### src/rtl/shl_seq_unit.sv
// Multi-cycle left-shift sequencer: one single-bit shift per clock, valid/ready in and out.
// Optional rotate mode is enabled by defining SHL_ROTATE_EN.
module shl_seq_unit #(
  parameter int unsigned WIDTH = 4,
  parameter int unsigned CNT_W = 3
) (
  input  logic             clk,
  input  logic             rst,
  input  logic             in_valid,
  output logic             in_ready,
  input  logic [WIDTH-1:0] in_data,
  input  logic [CNT_W-1:0] in_amt,
  input  logic             in_rot,
  output logic             out_valid,
  input  logic             out_ready,
  output logic [WIDTH-1:0] out_data,
  output logic             out_ovf
);

  typedef enum logic [1:0] {IDLE, SHIFT, DONE} state_t;

  state_t           state_q, state_d;
  logic [WIDTH-1:0] data_q, data_d;
  logic [CNT_W-1:0] cnt_q, cnt_d;
  logic             ovf_q, ovf_d;
  logic             in_ready_d, out_valid_d;
  logic             fill_c;
  logic             drop_ovf_c;

`ifdef SHL_ROTATE_EN
  logic rot_q, rot_d;
  assign fill_c     = rot_q & data_q[WIDTH-1];
  assign drop_ovf_c = rot_q;
`else
  logic unused_rot;
  assign unused_rot = in_rot;
  assign fill_c     = 1'b0;
  assign drop_ovf_c = 1'b0;
`endif

  // Next-state and datapath update
  always_comb begin
    state_d = state_q;
    data_d  = data_q;
    cnt_d   = cnt_q;
    ovf_d   = ovf_q;
`ifdef SHL_ROTATE_EN
    rot_d   = rot_q;
`endif
    case (state_q)
      IDLE: begin
        if (in_valid) begin
          data_d  = in_data;
          cnt_d   = in_amt;
          ovf_d   = 1'b0;
`ifdef SHL_ROTATE_EN
          rot_d   = in_rot;
`endif
          state_d = (in_amt == '0) ? DONE : SHIFT;
        end
      end
      SHIFT: begin
        if (cnt_q != '0) begin
          data_d = {data_q[WIDTH-2:0], fill_c};
          ovf_d  = drop_ovf_c ? 1'b0 : (ovf_q | data_q[WIDTH-1]);
          cnt_d  = cnt_q - CNT_W'(1);
          if (cnt_q == CNT_W'(1)) state_d = DONE;
        end else begin
          state_d = DONE;
        end
      end
      DONE: begin
        if (out_ready) state_d = IDLE;
      end
      default: state_d = IDLE;
    endcase
    in_ready_d  = (state_d == IDLE);
    out_valid_d = (state_d == DONE);
  end

  // State and datapath registers; reset aborts any job in flight
  always_ff @(posedge clk or posedge rst) begin
    if (rst) begin
      state_q   <= IDLE;
      data_q    <= '0;
      cnt_q     <= '0;
      ovf_q     <= 1'b0;
      in_ready  <= 1'b1;
      out_valid <= 1'b0;
`ifdef SHL_ROTATE_EN
      rot_q     <= 1'b0;
`endif
    end else begin
      state_q   <= state_d;
      data_q    <= data_d;
      cnt_q     <= cnt_d;
      ovf_q     <= ovf_d;
      in_ready  <= in_ready_d;
      out_valid <= out_valid_d;
`ifdef SHL_ROTATE_EN
      rot_q     <= rot_d;
`endif
    end
  end

  assign out_data = data_q;
  assign out_ovf  = ovf_q;

endmodule

### config.mk
export PLATFORM = sky130hd
export DESIGN_NAME = shl_seq_unit
export DESIGN_NICKNAME = d
export VERILOG_FILES = /design/src/rtl/shl_seq_unit.sv
export SDC_FILE = /design/constraint.sdc
export NUM_CORES = 1
export LEC_CHECK = 0
export CORE_MARGIN = 2
export CORE_UTILIZATION = 41
export DETAILED_ROUTE_END_ITERATION = 10
export PLACE_DENSITY_LB_ADDON = 0.05
export SLEW_MARGIN = 20
export SYNTH_ARGS = -nofsm -noshare
export SYNTH_HDL_FRONTEND = slang
export SYNTH_SLANG_ARGS = --single-unit
### constraint.sdc
create_clock -name clk -period 1.8 [get_ports clk]
set_clock_uncertainty 0.2 [all_clocks]
set_input_delay 0.36 -clock clk [delete_from_list [all_inputs] [get_ports clk]]
set_output_delay 0.36 -clock clk [all_outputs]
set_load 0.01 [all_outputs]
==> reports/qor.txt, run 1 <==
YS warnings: 0
count of boundary I/O pins: 19
post-synthesis net count: 80
CTS tree: yes
critical path's slowest cell: sky130_fd_sc_hd__clkdlybuf4s50_1
post-route cell area: 957 um^2
Crit path buffers/inverters: 1
final critical-path share of the clock period: 96.9%
Critical Path Start Type: flip-flop
count of nets after finishing: 106
peak clock frequency supported by timing: 573 MHz
number of port buffers: 17
count of different cell masters after synthesis: 30
share of final-layout standard cells stronger than drive strength 1: 22.2%
synth top area cells: sky130_fd_sc_hd__dfrtp_1 40%, sky130_fd_sc_hd__mux2_4 6.5%, sky130_fd_sc_hd__ha_1 5.4%, sky130_fd_sc_hd__mux2_1 4.9%, sky130_fd_sc_hd__mux2i_1 4.3%
Largest delay share family, worst path: buffers and inverters
Slew @ Worst Pin: 456 ps
# clock sinks: 12
maximum net fanout on the critical path: 3
total instance count after detailed placement: 102
area fraction of the dominant cell type after synthesis: 39.6%
largest buffer count on any clock path: 2
area leader, netlist: sky130_fd_sc_hd__dfrtp_1
cells along the critical path: clkdlybuf4s50_1
Tightest Hold Check Type: in2async
number of antenna violations at the first check in global routing: 0
Die Footprint: 2040 um^2
Max Cap Viol: 0
Antenna Diode Count: 0
Setup Crit Path Kind: reg2out
hold-fix buffer count after cts: 0
worst voltage drop across the vdd grid: 0.780 mV
H-tree lvl count: 1
synthesized cell area: 696 um^2
share of flip-flops with an asynchronous set or reset: 100%
latest clock arrival within the worst-skew pair: 270 ps
DIE WIDTH: 45.2 um
post-DR wirelength/cell: 12.5 um
effective utilization at floorplan: 45.1%
DRC marker count from the first detailed-route iteration: 4
via count of the first global-routing pass: 484
flip-flop and latch count after synthesis: 12
Layout fillers: 137
most instantiated library cell after synthesis: sky130_fd_sc_hd__dfrtp_1
total global-route track usage: 15.1%
Storage cell area: 302 um^2
Inserted Clock Buffers: 3
total wirelength of the detailed-routed design: 1.33 mm
final weighted congestion in routability-driven placement: 0.823
core outline area: 1540 um^2
area occupied by multi-input gates: 337 um^2
clock-pin slew reported for the worst setup and hold paths after clock tree synthesis: 80 ps
final setup violating endpoints: 0
detailed placer's ending HPWL: 1.09 mm
via total after detailed routing: 536
post-CTS setup buffer count: 0
max-slew violations: 0
number of standard cells in the final layout excluding fillers: 106
remaining antenna violation count after routing: 0
number of instances in the synthesized netlist: 65
EDFF count, synth: 0
critical path's largest stage delay: 540 ps
layout overhead on the synthesized area: 37.6%
number of placement rows: 14
time the final worst path needs with I/O delays and setup: 1740 ps
total placed instance area: 915 um^2
setup repair after global routing missed its margin: false
Fin. Hold Viols: 0
top cells by count, synth: 11 x sky130_fd_sc_hd__dfrtp_1, 8 x sky130_fd_sc_hd__inv_1, 5 x sky130_fd_sc_hd__a21oi_1
first-pass GRT wire length: 2.07 mm
pin count of the biggest net entering global routing: 13
type of element capturing the critical path: primary output
worst path arrival time: 1180 ps
register area share after synthesis: 43.3%
power density over the cells: 1670 nW/um^2
leakage dissipation: 0.473 nW
headroom to the max-slew limit: 69.5%
hold slack final: 183 ps
DRC violations left: 0
Pre-Repair DR Iteration Count: 3
required time worst endpoint: 1240 ps
mean instance size in the synthesized netlist: 10.7 um^2
outcome: finished clean
grt ovf: 0
Primary FF master, synth: sky130_fd_sc_hd__dfrtp_1
post-layout total power: 0.00160 W
via density per instance: 5.06
Root Buffer Master: sky130_fd_sc_hd__clkbuf_4
die height: 45.2 um
## per-stage QoR
step	util, %	worst slack [ps]	setup TNS, ps
detailed placement	59.3	-167	-845
global placement	59.3	-170	-847
floorplan	-	122	0
CTS	61.6	18.9	0
global route	62.1	9.02	0
finish	62.1	56.0	0
## metal layers
metal / global-route usage [%] / vias up / wire, um
met5: 0 / - / 0
met4: 8.82 / 0 / 19
met3: 7.20 / 2 / 79
met2: 23.4 / 12 / 627
met1: 16.8 / 247 / 600
li1: - / 275 / -
## cells by family (layout without fill, tap and decap cells)
group           after synthesis  after routing  synth area share, %
simple gates                 13             13                 12.4
fa+ha+maj                     3              3                 5.40
flops                        12             12                 43.3
buf+inv                      12             37                 8.27
mux                           9              9                 15.6
compound gates               16             16                 14.9
## cell usage in the layout, fill, tap and decap left out, drive strengths merged, types with 3 or more instances in the layout
cell / instances
a21oi: 5
buf: 7
clkbuf: 4
clkdlybuf4s50: 13
dfrtp: 11
dlymetal6s2s: 3
ha: 3
inv: 9
mux2: 6
mux2i: 3
o21ai: 3
## registers in the layout, indices dropped and copies added (netlist names)
register / cells
out_valid: 1
state_q: 2
out_data: 4
in_ready: 1
cnt_q: 3
out_ovf: 1
## cell type report
| class | count | area share (%) |
|---|---|---|
| Clock buffer | 4 | 3.79 |
| Sequential cell | 12 | 31.5 |
| Timing Repair Buffer | 24 | 23.9 |
| Inverter | 9 | 3.53 |
| Multi-Input combinational cell | 41 | 35.2 |
| Tap cell | 16 | 2.09 |
## report_power, final
group	internal, W	switching (W)	total (W)
Combinational	0.000505	0.000370	0.000875
Clock	0.000123	0.0000874	0.000210
Sequential	0.000412	0.000102	0.000514
Total	0.00104	0.000560	0.00160
## timing repair
action,CTS,global route
endpoints found under the hold margin,0,0
setup endpoints to repair,1,3
gates resized for setup,1,3
## worst paths after layout
path | from | endpoint | slack, ps | depth (start not counted)
hold / removal | rst | out_ovf | 180 | 2
max in group asynchronous | rst | in_ready | 880 | 2
setup reg to reg | cnt_q[0] | cnt_q[1] | 140 | 6
min in group clk | out_data[1] | out_data[1] | 330 | 1
hold reg to reg | out_data[1] | out_data[1] | 330 | 1
setup / recovery | out_ovf | out_ovf | 60 | 1
(Power assumes the default switching activity.)
==> inputs of run 2 (changes only) <==
--- a/config.mk
+++ b/config.mk
@@ -8,6 +8,7 @@
 export CORE_MARGIN = 2
 export CORE_UTILIZATION = 41
 export DETAILED_ROUTE_END_ITERATION = 10
+export GPL_TIMING_DRIVEN = 1
 export PLACE_DENSITY_LB_ADDON = 0.05
 export SLEW_MARGIN = 20
 export SYNTH_ARGS = -nofsm -noshare
==> results of run 2 <==
Final layout, timing and power as in run 1 (identical DEF).
==> inputs of run 3 (changes only) <==
--- a/config.mk
+++ b/config.mk
@@ -5,11 +5,12 @@
 export SDC_FILE = /design/constraint.sdc
 export NUM_CORES = 1
 export LEC_CHECK = 0
-export CORE_MARGIN = 2
+export CORE_MARGIN = 5
 export CORE_UTILIZATION = 41
 export DETAILED_ROUTE_END_ITERATION = 10
 export GPL_TIMING_DRIVEN = 1
 export PLACE_DENSITY_LB_ADDON = 0.05
+export SETUP_SLACK_MARGIN = 0.4
 export SLEW_MARGIN = 20
 export SYNTH_ARGS = -nofsm -noshare
 export SYNTH_HDL_FRONTEND = slang
==> run 3 against run 2 <==
Cell count up 18%. Clock power up 9%. Die area up 28%. Worst hold slack worse by 14 ps. Total power up 36%. Combinational power up 60%. Largest power group unchanged. Sequential power up 5.4%. Final area up 25%. Fmax up 13%. Sequential share of layout area down 6.1 points. Register-to-register slack better by 120 ps.
==> reports/qor.txt, run 3 (synthesis gave the netlist of run 1 again) <==
critical path's slowest cell: sky130_fd_sc_hd__dfrtp_2
CP dominant cell by count: sky130_fd_sc_hd__mux2_4
count of boundary I/O pins: 19
pin count of the biggest net entering global routing: 13
number of placement rows: 14
commonest non-fill, non-tap cells in the layout: 24 x sky130_fd_sc_hd__buf_4, 9 x sky130_fd_sc_hd__dfrtp_1, 6 x sky130_fd_sc_hd__inv_1, 6 x sky130_fd_sc_hd__clkdlybuf4s50_1, 6 x sky130_fd_sc_hd__buf_2
share of final-layout standard cells stronger than drive strength 1: 61.5%
setup repair after global routing missed its margin: true
number of antenna violations at the first check in global routing: 0
power density over the cells: 1810 nW/um^2
total negative setup slack: 0 ps
detailed placer's ending HPWL: 1.19 mm
largest buffer count on any clock path: 2
grt ovf: 0
peak clock frequency supported by timing: 650 MHz
total placed instance area: 972 um^2
clock-pin slew reported for the worst setup and hold paths after clock tree synthesis: 80 ps
critical path's largest stage delay: 470 ps
Slew @ Worst Pin: 447 ps
die height: 51.2 um
remaining antenna violation count after routing: 0
count of nets after finishing: 125
Antenna Diode Count: 0
total wirelength of the detailed-routed design: 1.80 mm
Max Cap Viol: 0
time the final worst path needs with I/O delays and setup: 1540 ps
total global-route track usage: 15.2%
Critical Path Start Type: flip-flop
final critical-path share of the clock period: 85.4%
Fin. Hold Viols: 0
Storage cell area: 304 um^2
Inserted Clock Buffers: 3
Die Footprint: 2620 um^2
effective utilization at floorplan: 44.6%
Pre-Repair DR Iteration Count: 4
headroom to the max-slew limit: 70.2%
final setup violating endpoints: 0
via total after detailed routing: 630
number of port buffers: 17
cells along the critical path: nor2b_4 -> mux2_4 -> mux2_4
first-pass GRT wire length: 2.92 mm
max reg flops: 4
leading cell type in the layout, fill and taps excluded: sky130_fd_sc_hd__buf_4
leakage dissipation: 0.587 nW
Worst Slack Setup Final: 262 ps
number of standard cells in the final layout excluding fillers: 125
DRC violations left: 0
Setup Crit Path Kind: reg2reg
Root Buffer Master: sky130_fd_sc_hd__clkbuf_4
hold-fix buffer count after cts: 0
worst voltage drop across the vdd grid: 1.05 mV
post-route cell area: 1200 um^2
Tightest Hold Check Type: in2async
via density per instance: 5.04
max-slew violations: 0
total instance count after detailed placement: 107
core outline area: 1560 um^2
DIE WIDTH: 51.2 um
via count of the first global-routing pass: 646
H-tree lvl count: 1
latest clock arrival within the worst-skew pair: 280 ps
maximum net fanout on the critical path: 7
outcome: finished clean
layout overhead on the synthesized area: 72.1%
final weighted congestion in routability-driven placement: 0.738
post-DR wirelength/cell: 14.4 um
CTS tree: yes
Post-Place Setup Slack: -178 ps
area occupied by multi-input gates: 453 um^2
hold slack final: 170 ps
DRC marker count from the first detailed-route iteration: 7
# clock sinks: 12
type of element capturing the critical path: flip-flop
worst path arrival time: 1510 ps
Layout fillers: 101
required time worst endpoint: 1770 ps
==> run 3: cell types whose count changed in the layout (fill, tap and decap cells not counted), sizes merged <==
cell           change
buf               +26
clkdlybuf4s50      -7
==> run 3: what timing repair did <==
action | in CTS | in global routing
setup buffers | 9 | 5
endpoints found under the setup margin | 18 | 16
pin swaps | 4 | 6
resized for setup | 46 | 12
==> run 3: stage by stage <==
step                      power (W)  util (%)
after global placement      0.00149      62.4
after global routing        0.00233      76.8
after CTS                   0.00197      71.5
after detailed placement    0.00150      62.4
final                       0.00217      76.8
after floorplan             0.00114         -
==> run 3: area by class of cell <==
cell class	instances	share of cell area [%]
Multi-Input combinational cell	41	37.8
Timing Repair Buffer	43	29.3
Sequential cell	12	25.4
Clock buffer	4	3.03
Inverter	9	2.82
Tap cell	16	1.67
==> run 3: routing by layer <==
layer	wire length [um]	share of wire [%]	global-route usage, %
met2	883	49	24.0
met5	0	0	0
met3	94	5.2	4.07
met4	39	2.2	6.73
met1	786	44	19.3
==> run 3: final timing paths <==
| path | endpoint | depth (start not counted) | from | slack (ps) |
|---|---|---|---|---|
| worst max-delay path | out_data[3] | 3 | state_q[0] | 260 |
| worst min-delay path | out_ovf | 2 | rst | 170 |
| worst max register to register | out_data[3] | 3 | state_q[0] | 260 |
| worst min register to register | out_data[0] | 2 | out_data[0] | 360 |
| max in group asynchronous | in_ready | 2 | rst | 900 |
| min in group clk | cnt_q[1] | 3 | in_amt[1] | 230 |
==> run 3: worst max-delay path: cells and delay by family, from the launching register on <==
kind / cells / cell delay [ps]
DFF: 1 / 470
muxes: 2 / 550
and+or+nand+nor: 1 / 210
==> run 3: power by group <==
group          switching (W)  internal (W)
combinational       0.000566      0.000835
sequential          0.000126      0.000416
clock               0.000105      0.000123
total               0.000797       0.00137
